$ cat src/rtl/shift_deserializer_pkg.sv
// Shared encodings for the serial-to-parallel word assembler.
package shift_deserializer_pkg;

  typedef enum logic [1:0] {
    MODE_MSB   = 2'b00,
    MODE_LSB_Z = 2'b01,
    MODE_LSB_S = 2'b10
  } mode_t;

  typedef enum logic {
    ST_COLLECT = 1'b0,
    ST_PAD     = 1'b1
  } state_t;

  // The unused encoding 2'b11 behaves as MSB-first.
  function automatic mode_t norm_mode(input logic [1:0] m);
    case (m)
      2'b01:   return MODE_LSB_Z;
      2'b10:   return MODE_LSB_S;
      default: return MODE_MSB;
    endcase
  endfunction

endpackage

$ cat src/rtl/shift_deserializer_if.sv
// Serial bit input and assembled-word output of shift_deserializer.
interface shift_deserializer_if #(
  parameter int W  = 16,
  parameter int CW = $clog2(W + 1)
);
  logic [1:0]    mode;
  logic          bit_in;
  logic          bit_valid;
  logic          bit_ready;
  logic          flush;
  logic [W-1:0]  out_word;
  logic [CW-1:0] out_len;
  logic          out_valid;
  logic          out_ready;

  modport master (
    output mode, bit_in, bit_valid, flush, out_ready,
    input  bit_ready, out_word, out_len, out_valid
  );

  modport slave (
    input  mode, bit_in, bit_valid, flush, out_ready,
    output bit_ready, out_word, out_len, out_valid
  );
endinterface

$ cat src/rtl/deser_out_reg.sv
// One-entry valid/ready holding register for assembled words.
module deser_out_reg #(
  parameter int W  = 16,
  parameter int CW = $clog2(W + 1)
) (
  input  logic          clk,
  input  logic          reset_n,
  input  logic          load,
  input  logic [W-1:0]  load_word,
  input  logic [CW-1:0] load_len,
  input  logic          out_ready,
  output logic          free,
  output logic          out_valid,
  output logic [W-1:0]  out_word,
  output logic [CW-1:0] out_len
);

  assign free = !out_valid || out_ready;

  always_ff @(posedge clk or negedge reset_n) begin
    if (!reset_n) begin
      out_valid <= 1'b0;
      out_word  <= '0;
      out_len   <= '0;
    end else if (load) begin
      out_valid <= 1'b1;
      out_word  <= load_word;
      out_len   <= load_len;
    end else if (out_valid && out_ready) begin
      out_valid <= 1'b0;
    end
  end

endmodule

$ cat src/rtl/shift_deserializer.sv
// Shifts one bit per handshake into a W-bit word; flush closes a partial word.
//   state      | meaning
//   ST_COLLECT | accepting bits, handing full words to the output register
//   ST_PAD     | right-aligning an LSB-first partial word, one bit per cycle
module shift_deserializer
  import shift_deserializer_pkg::*;
#(
  parameter  int W  = 16,
  localparam int CW = $clog2(W + 1)
) (
  input logic                 clk,
  input logic                 reset_n,
  shift_deserializer_if.slave bus
);

  localparam logic [CW-1:0] CNT_FULL = CW'(W);
  localparam logic [CW-1:0] CNT_ONE  = CW'(1);

  state_t        state, state_n;
  mode_t         mode_q, mode_n, mode_eff;
  logic [W-1:0]  sr, sr_n, sr_base;
  logic [CW-1:0] cnt, cnt_n, cnt_base, len_q, len_n;
  logic          lastbit, lastbit_n;
  logic          acc, xfer, out_free, full, fill, flush_lsb;

  assign full = (cnt == CNT_FULL);
  assign xfer = full && out_free;
  assign acc  = bus.bit_valid && bus.bit_ready;
  assign fill = (mode_q == MODE_LSB_S) && lastbit;

  always_ff @(posedge clk or negedge reset_n) begin
    if (!reset_n) state <= ST_COLLECT;
    else          state <= state_n;
  end

  always_comb begin
    state_n = state;
    case (state)
      ST_COLLECT: if (flush_lsb) state_n = ST_PAD;
      ST_PAD:     if (cnt + CNT_ONE == CNT_FULL) state_n = ST_COLLECT;
      default:    state_n = ST_COLLECT;
    endcase
  end

  always_comb begin
    bus.bit_ready = (state == ST_COLLECT) && (!full || out_free);
  end

  // A bit arriving with a transfer starts the next word from a cleared register.
  always_comb begin
    sr_base   = xfer ? '0 : sr;
    cnt_base  = xfer ? '0 : cnt;
    mode_eff  = (cnt_base == '0) ? norm_mode(bus.mode) : mode_q;
    sr_n      = sr_base;
    cnt_n     = cnt_base;
    mode_n    = mode_q;
    lastbit_n = lastbit;
    len_n     = xfer ? CNT_FULL : len_q;
    flush_lsb = 1'b0;
    if (state == ST_PAD) begin
      sr_n  = {fill, sr[W-1:1]};
      cnt_n = cnt + CNT_ONE;
    end else begin
      if (acc) begin
        mode_n    = mode_eff;
        sr_n      = (mode_eff == MODE_MSB) ? {sr_base[W-2:0], bus.bit_in}
                                           : {bus.bit_in, sr_base[W-1:1]};
        cnt_n     = cnt_base + CNT_ONE;
        lastbit_n = bus.bit_in;
      end
      if (bus.flush && (cnt_n != '0) && (cnt_n != CNT_FULL)) begin
        len_n = cnt_n;
        if (mode_n == MODE_MSB) cnt_n = CNT_FULL;
        else                    flush_lsb = 1'b1;
      end
    end
  end

  always_ff @(posedge clk or negedge reset_n) begin
    if (!reset_n) begin
      sr      <= '0;
      cnt     <= '0;
      len_q   <= CNT_FULL;
      lastbit <= 1'b0;
      mode_q  <= MODE_MSB;
    end else begin
      sr      <= sr_n;
      cnt     <= cnt_n;
      len_q   <= len_n;
      lastbit <= lastbit_n;
      mode_q  <= mode_n;
    end
  end

  deser_out_reg #(.W(W), .CW(CW)) u_out_reg (
    .clk       (clk),
    .reset_n   (reset_n),
    .load      (xfer),
    .load_word (sr),
    .load_len  (len_q),
    .out_ready (bus.out_ready),
    .free      (out_free),
    .out_valid (bus.out_valid),
    .out_word  (bus.out_word),
    .out_len   (bus.out_len)
  );

endmodule

$ cat src/flat_wrapper.sv
// flat-port wrapper written by rule: the top's interface ports become plain ports
module shift_deserializer_flat import shift_deserializer_pkg::*;
#(
  parameter  int W  = 16,
  localparam int CW = $clog2(W + 1)
)
  (clk, reset_n, bus_mode, bus_bit_in, bus_bit_valid, bus_flush, bus_out_ready, bus_bit_ready, bus_out_word, bus_out_len, bus_out_valid);
  shift_deserializer_if #(.W(W)) bus_i ();
  input logic clk;
  input logic reset_n;
  input wire logic [$bits(bus_i.mode)-1:0] bus_mode;
  input wire logic [$bits(bus_i.bit_in)-1:0] bus_bit_in;
  input wire logic [$bits(bus_i.bit_valid)-1:0] bus_bit_valid;
  input wire logic [$bits(bus_i.flush)-1:0] bus_flush;
  input wire logic [$bits(bus_i.out_ready)-1:0] bus_out_ready;
  output wire logic [$bits(bus_i.bit_ready)-1:0] bus_bit_ready;
  output wire logic [$bits(bus_i.out_word)-1:0] bus_out_word;
  output wire logic [$bits(bus_i.out_len)-1:0] bus_out_len;
  output wire logic [$bits(bus_i.out_valid)-1:0] bus_out_valid;
  assign bus_i.mode = bus_mode;
  assign bus_i.bit_in = bus_bit_in;
  assign bus_i.bit_valid = bus_bit_valid;
  assign bus_i.flush = bus_flush;
  assign bus_i.out_ready = bus_out_ready;
  assign bus_bit_ready = bus_i.bit_ready;
  assign bus_out_word = bus_i.out_word;
  assign bus_out_len = bus_i.out_len;
  assign bus_out_valid = bus_i.out_valid;
  shift_deserializer #(.W(W)) u_core (.clk(clk), .reset_n(reset_n), .bus(bus_i));
endmodule
$ cat config.mk
export PLATFORM = sky130hd
export DESIGN_NAME = shift_deserializer_flat
export DESIGN_NICKNAME = d
export VERILOG_FILES = /design/src/rtl/shift_deserializer_pkg.sv /design/src/rtl/shift_deserializer_if.sv /design/src/rtl/deser_out_reg.sv /design/src/rtl/shift_deserializer.sv /design/src/flat_wrapper.sv
export SDC_FILE = /design/constraint.sdc
export NUM_CORES = 1
export LEC_CHECK = 0
export BUFFER_PORTS_ARGS = -buffer_cell sky130_fd_sc_hd__clkbuf_2
export CAP_MARGIN = 20
export CORE_MARGIN = 2
export CORE_UTILIZATION = 50
export CTS_BUF_LIST = sky130_fd_sc_hd__clkbuf_8 sky130_fd_sc_hd__clkbuf_16
export CTS_CLUSTER_SIZE = 25
export DETAILED_ROUTE_END_ITERATION = 7
export GPL_TIMING_DRIVEN = 1
export PLACE_DENSITY = 0.8
export SYNTH_ARGS = -nofsm -noshare
export SYNTH_HDL_FRONTEND = slang
export SYNTH_SLANG_ARGS = --single-unit
$ cat constraint.sdc
create_clock -name clk -period 5.7 [get_ports clk]
set_clock_uncertainty 0.2 [all_clocks]
set_input_delay 0.855 -clock clk [delete_from_list [all_inputs] [get_ports clk]]
set_output_delay 0.855 -clock clk [all_outputs]
set_load 0.1 [all_outputs]
Yosys cells after proc, flatten, opt, wreduce, memory -nomap -nowiden --
Index checks and enable logic that the tools add are counted.
Word-level totals: logic and storage cells 60, register bits after elaboration 52
Operators by class: reductions and logical operators 17, bitwise gates (word level) 1, mux-type cells 25, $add $sub $neg 2, eq/ne operators 6
Operator list (number):
- $mux W16 | 4
- $mux W5 | 9
- $add A5 B1 Y5 const B | 2
- $eq A5 B5 Y1 const B | 2
- $logic_and A1 B1 Y1 | 7
- $mux W1 | 7
- $mux W2 | 3
- $logic_not A5 Y1 | 1
- $ne A5 B5 Y1 const B | 1
- $reduce_bool A5 Y1 | 1
- $eq A2 B2 Y1 const B | 2
- $logic_not A2 Y1 | 2
- $pmux W2 S2 | 1
- $eq A2 B1 Y1 const B | 1
- $logic_not A1 Y1 | 2
- $logic_or A1 B1 Y1 | 2
- $pmux W1 S2 | 1
- $reduce_and A2 Y1 | 1
- $reduce_bool A2 Y1 | 1
- $not A1 Y1 | 1

Logic depth before layout (Yosys ltp) --
depth after elaboration 14, depth in mapped cells 8, depth with buffers taken out 7

Modules after synthesis --
Synthesis repeated with hierarchy kept, for this count alone.
Second synthesis, totals: cells, all modules 234, area, all modules 2638.8 um2
Modules (own cells, without submodules):
- shift_deserializer | area each 1816.7 um2, cells each 187, instances 1, sequential area each 752.0 um2
- deser_out_reg | area each 822.0 um2, cells each 47, instances 1, sequential area each 550.5 um2

Least setup slack after synthesis --
OpenSTA, ideal clock, no wires.
path type register to output, from reg u_core.u_out_reg.out_valid, to out bus_bit_ready, data arrival time 2.655 ns, stages on the path, launching flop included 4, data required time 4.645 ns, setup slack 1.990 ns, cells stage by stage dfrtp_1 > nor2b_1 > buf_2 > a21oi_1
Between the ends: cells in the longest elaborated chain, start to end 4
RTL lines:
- start: declaration | line deser_out_reg.sv:13 | output logic out_valid,
- start signal: assignment | line deser_out_reg.sv:22 | out_valid <= 1'b0;
- start signal: assignment | line deser_out_reg.sv:26 | out_valid <= 1'b1;
- start signal: assignment | line deser_out_reg.sv:30 | out_valid <= 1'b0;
- $logic_not A1 Y1 | line deser_out_reg.sv:18 | assign free = !out_valid || out_ready;
- $logic_or A1 B1 Y1 | line deser_out_reg.sv:18
- $logic_or A1 B1 Y1 | line shift_deserializer.sv:46 | bus.bit_ready = (state == ST_COLLECT) && (!full || out_free);
- $logic_and A1 B1 Y1 | line shift_deserializer.sv:46
- end: declaration | line flat_wrapper.sv:16 | output wire logic [$bits(bus_i.bit_ready)-1:0] bus_bit_ready;
No other way between the ends.

Worst setup path in the final report --
from reg u_core.cnt[0], to out bus_bit_ready
Between the ends: cells in the longest elaborated chain, start to end 4
RTL lines:
- start: declaration | line shift_deserializer.sv:22 | logic [CW-1:0] cnt, cnt_n, cnt_base, len_q, len_n;
- start signal: assignment | line shift_deserializer.sv:88 | cnt <= cnt_n;
- $eq A5 B5 Y1 | line shift_deserializer.sv:26 | assign full = (cnt == CNT_FULL);
- $logic_not A1 Y1 | line shift_deserializer.sv:46
- $logic_or A1 B1 Y1 | line shift_deserializer.sv:46
- $logic_and A1 B1 Y1 | line shift_deserializer.sv:46
No other way between the ends.

==> metrics <==
Worst Path Max Fanout 9; Post-synth EDFFs 0; worst hold path class reg2reg; I/O Buffers 30; worst skew pair latency approximately 0.3 ns; ys async rst share between 90% and 100%; final hold viol count 0; Die Y between 70 and 80 µm; initial core utilization 51.9%; DP HPWL 3960 µm; Synth cell types 50; total CTS buffers 5; GPL Wtd Cong ~0.89; post-route ant nets 0; Clock Tree Root clkbuf_8; top post-synthesis cells by area dfrtp_1 (45%), mux2_2 (8.7%), nand2_1 (4.6%); io pins 31; initial antenna violation count 0; CTS Hold Bufs 0; Setup violations, final 0; RSZ-0062 raised after global routing no; flops & latches, synth 52; status completed; Setup crit start kind flip-flop; sequential-to-total area share from yosys stat between 40 and 50%; WL final roughly 6000 µm; Ant. Diodes 0; Worst Tran Pin Value 0.656 ns; final setup TNS 0 ns; drt initial violations ~140; fraction of post-synthesis cell area in the top cell type by area 44.7%; final-report max-slew violation count 0; CP max-delay cell dfrtp_1; CTS Sinks 52; P&R area growth vs syn 9.46%; vias per cell between 6 and 7; max_cap viols 0; H-tree levels 2; via count about 2300; crit path time final ~3.2 ns; reg2reg start u_core.cnt[0]$_DFF_PN0_; vias in the first global route around 2200; CP delay by family, top buffers and inverters; FP Rows 27; die width ~80 µm; first-pass GRT wire length approximately 10000 µm; routed len/inst between 15 and 20 µm; CTS tree built; Crit path buffers/inverters 2; Syn Area/Cell between 10 and 15 µm²; full die area roughly 6300 µm²; CP arrival 2.19 ns; clock tree buffer depth 2; clock-pin slew on the worst setup and hold paths around 0.1 ns; commonest non-fill, non-tap cells in the layout dfrtp_1 (51), nand2_1 (35), clkbuf_2 (30), mux2_2 (22); Main synth FF type dfrtp_1; critical path's largest stage delay roughly 0.51 ns; Mapped Nets between 200 and 300; Slew HR between 50% and 60%; layout cells sized above 1 ~24%; YS warnings 0; postcts setup bufs 0; cts repair resizes 0; most common cell after layout, fill and taps aside dfrtp_1; Post-Synthesis Cells 280; CP Class reg2out; Final Cycle Share approximately 57%; Hold Crit Start u_core.lastbit$_DFFE_PN0P_; largest net degree at the start of global routing 53; Worst EP required 4.64 ns; GRT Total Usage between 20% and 30%; DRT Pass-1 Iters 4; Post-Syn Area between 2000 and 3000 µm²; Final #Nets ~310; Remaining DRCs 0; CP Capture Type output port; Yosys top cell by area dfrtp_1; critical-path cell list inv_1 -> ha_1 -> and4bb_2 -> a21oi_1 -> clkbuf_2; total gr overflow 0; fmax ~0.31 GHz; launch point of the worst path u_core.cnt[0]$_DFF_PN0_; Core Region around 5500 µm²
## per-stage QoR
step | area (µm²) | setup WS (ns) | cells | hold slack (ns) | util (%)
CTS | 3120 | 2.48 | 374 | 0.316 | 56.7
finish | 3130 | 2.45 | 375 | 0.313 | 56.8
floorplan | 2860 | 1.99 | 280 | 0.246 | -
detailed placement | 3020 | 2.71 | 366 | 0.288 | 54.9
global placement | 3020 | 2.74 | 366 | 0.289 | 54.9
global route | 3130 | 2.39 | 375 | 0.340 | 56.8
## registers in the layout (all words and copies together), names as in the netlist
name                        count
u_core.cnt                      5
u_core.lastbit                  1
u_core.len_q                    5
u_core.mode_q                   2
u_core.sr                      16
u_core.state                    1
u_core.u_out_reg.out_len        5
u_core.u_out_reg.out_valid      1
u_core.u_out_reg.out_word      16
## cells by family (layout without fill, tap and decap cells)
kind of cell	Yosys count	count (layout)	synth area share, %
adders and majority gates	4	4	1.75
buffers and inverters	27	50	4.68
muxes	24	24	9.37
DFF	52	52	45.6
AOI/OAI and AO/OA	77	77	20.0
xor gates and xnor gates	4	4	1.23
and+or+nand+nor	92	92	17.4
## layout make-up
type                       instances  area, µm²
fill                             475       2380
clock inverter                     3       27.5
multi-input combinational        201       1420
timing repair buffer              36        195
tap                               72       90.1
sequential                        52       1300
clock buffer                       5       68.8
inverter                           6       22.5
## layer usage
layer	global-route usage [%]	wire length [µm]	part of all wire [%]	vias up
li1	-	-	-	1080
met4	7.41	111	1.8	0
met3	3.85	271	4.5	10
met5	0	0	0	-
met2	33.3	3000	50	74
met1	27.3	2650	44	1116
## worst paths after layout
kind / cells after the start / slack [ns] / end
worst max-delay path: 5 / 2.45 / bus_bit_ready
max in group asynchronous: 2 / 4.41 / u_core.len_q[0]$_DFF_PN0_
worst min register to register: 2 / 0.31 / u_core.lastbit$_DFFE_PN0P_
worst max register to register: 6 / 2.91 / u_core.sr[0]$_DFF_PN0_
worst min-delay path: 2 / 0.31 / u_core.lastbit$_DFFE_PN0P_
min in group asynchronous: 2 / 0.44 / u_core.u_out_reg.out_valid$_DFFE_PN0P_
## synthesized netlist by cell type (all sizes together), types with 5 or more instances
cell	n
o21ai	11
mux2	22
buf	11
nand2	35
dfrtp	51
nand4	11
clkbuf	10
nor2b	13
nor2	9
inv	6
a21oi	14
o221ai	12
nand2b	5
a22oi	12
## worst register-to-register path, delay by kind of cell, from the launching register on
| family | cells | cell delay [ns] |
|---|---|---|
| buffers and inverters | 1 | 0.15 |
| AND/OR/NAND/NOR | 2 | 1.09 |
| flip-flops | 1 | 0.49 |
| adder cells (fa/ha/maj) | 1 | 0.26 |
| AO/OA/AOI/OAI | 2 | 0.50 |
Power is left out: the tool's default activity adds up to more than one toggle a clock period on the data nets, which glitch-free logic cannot reach.
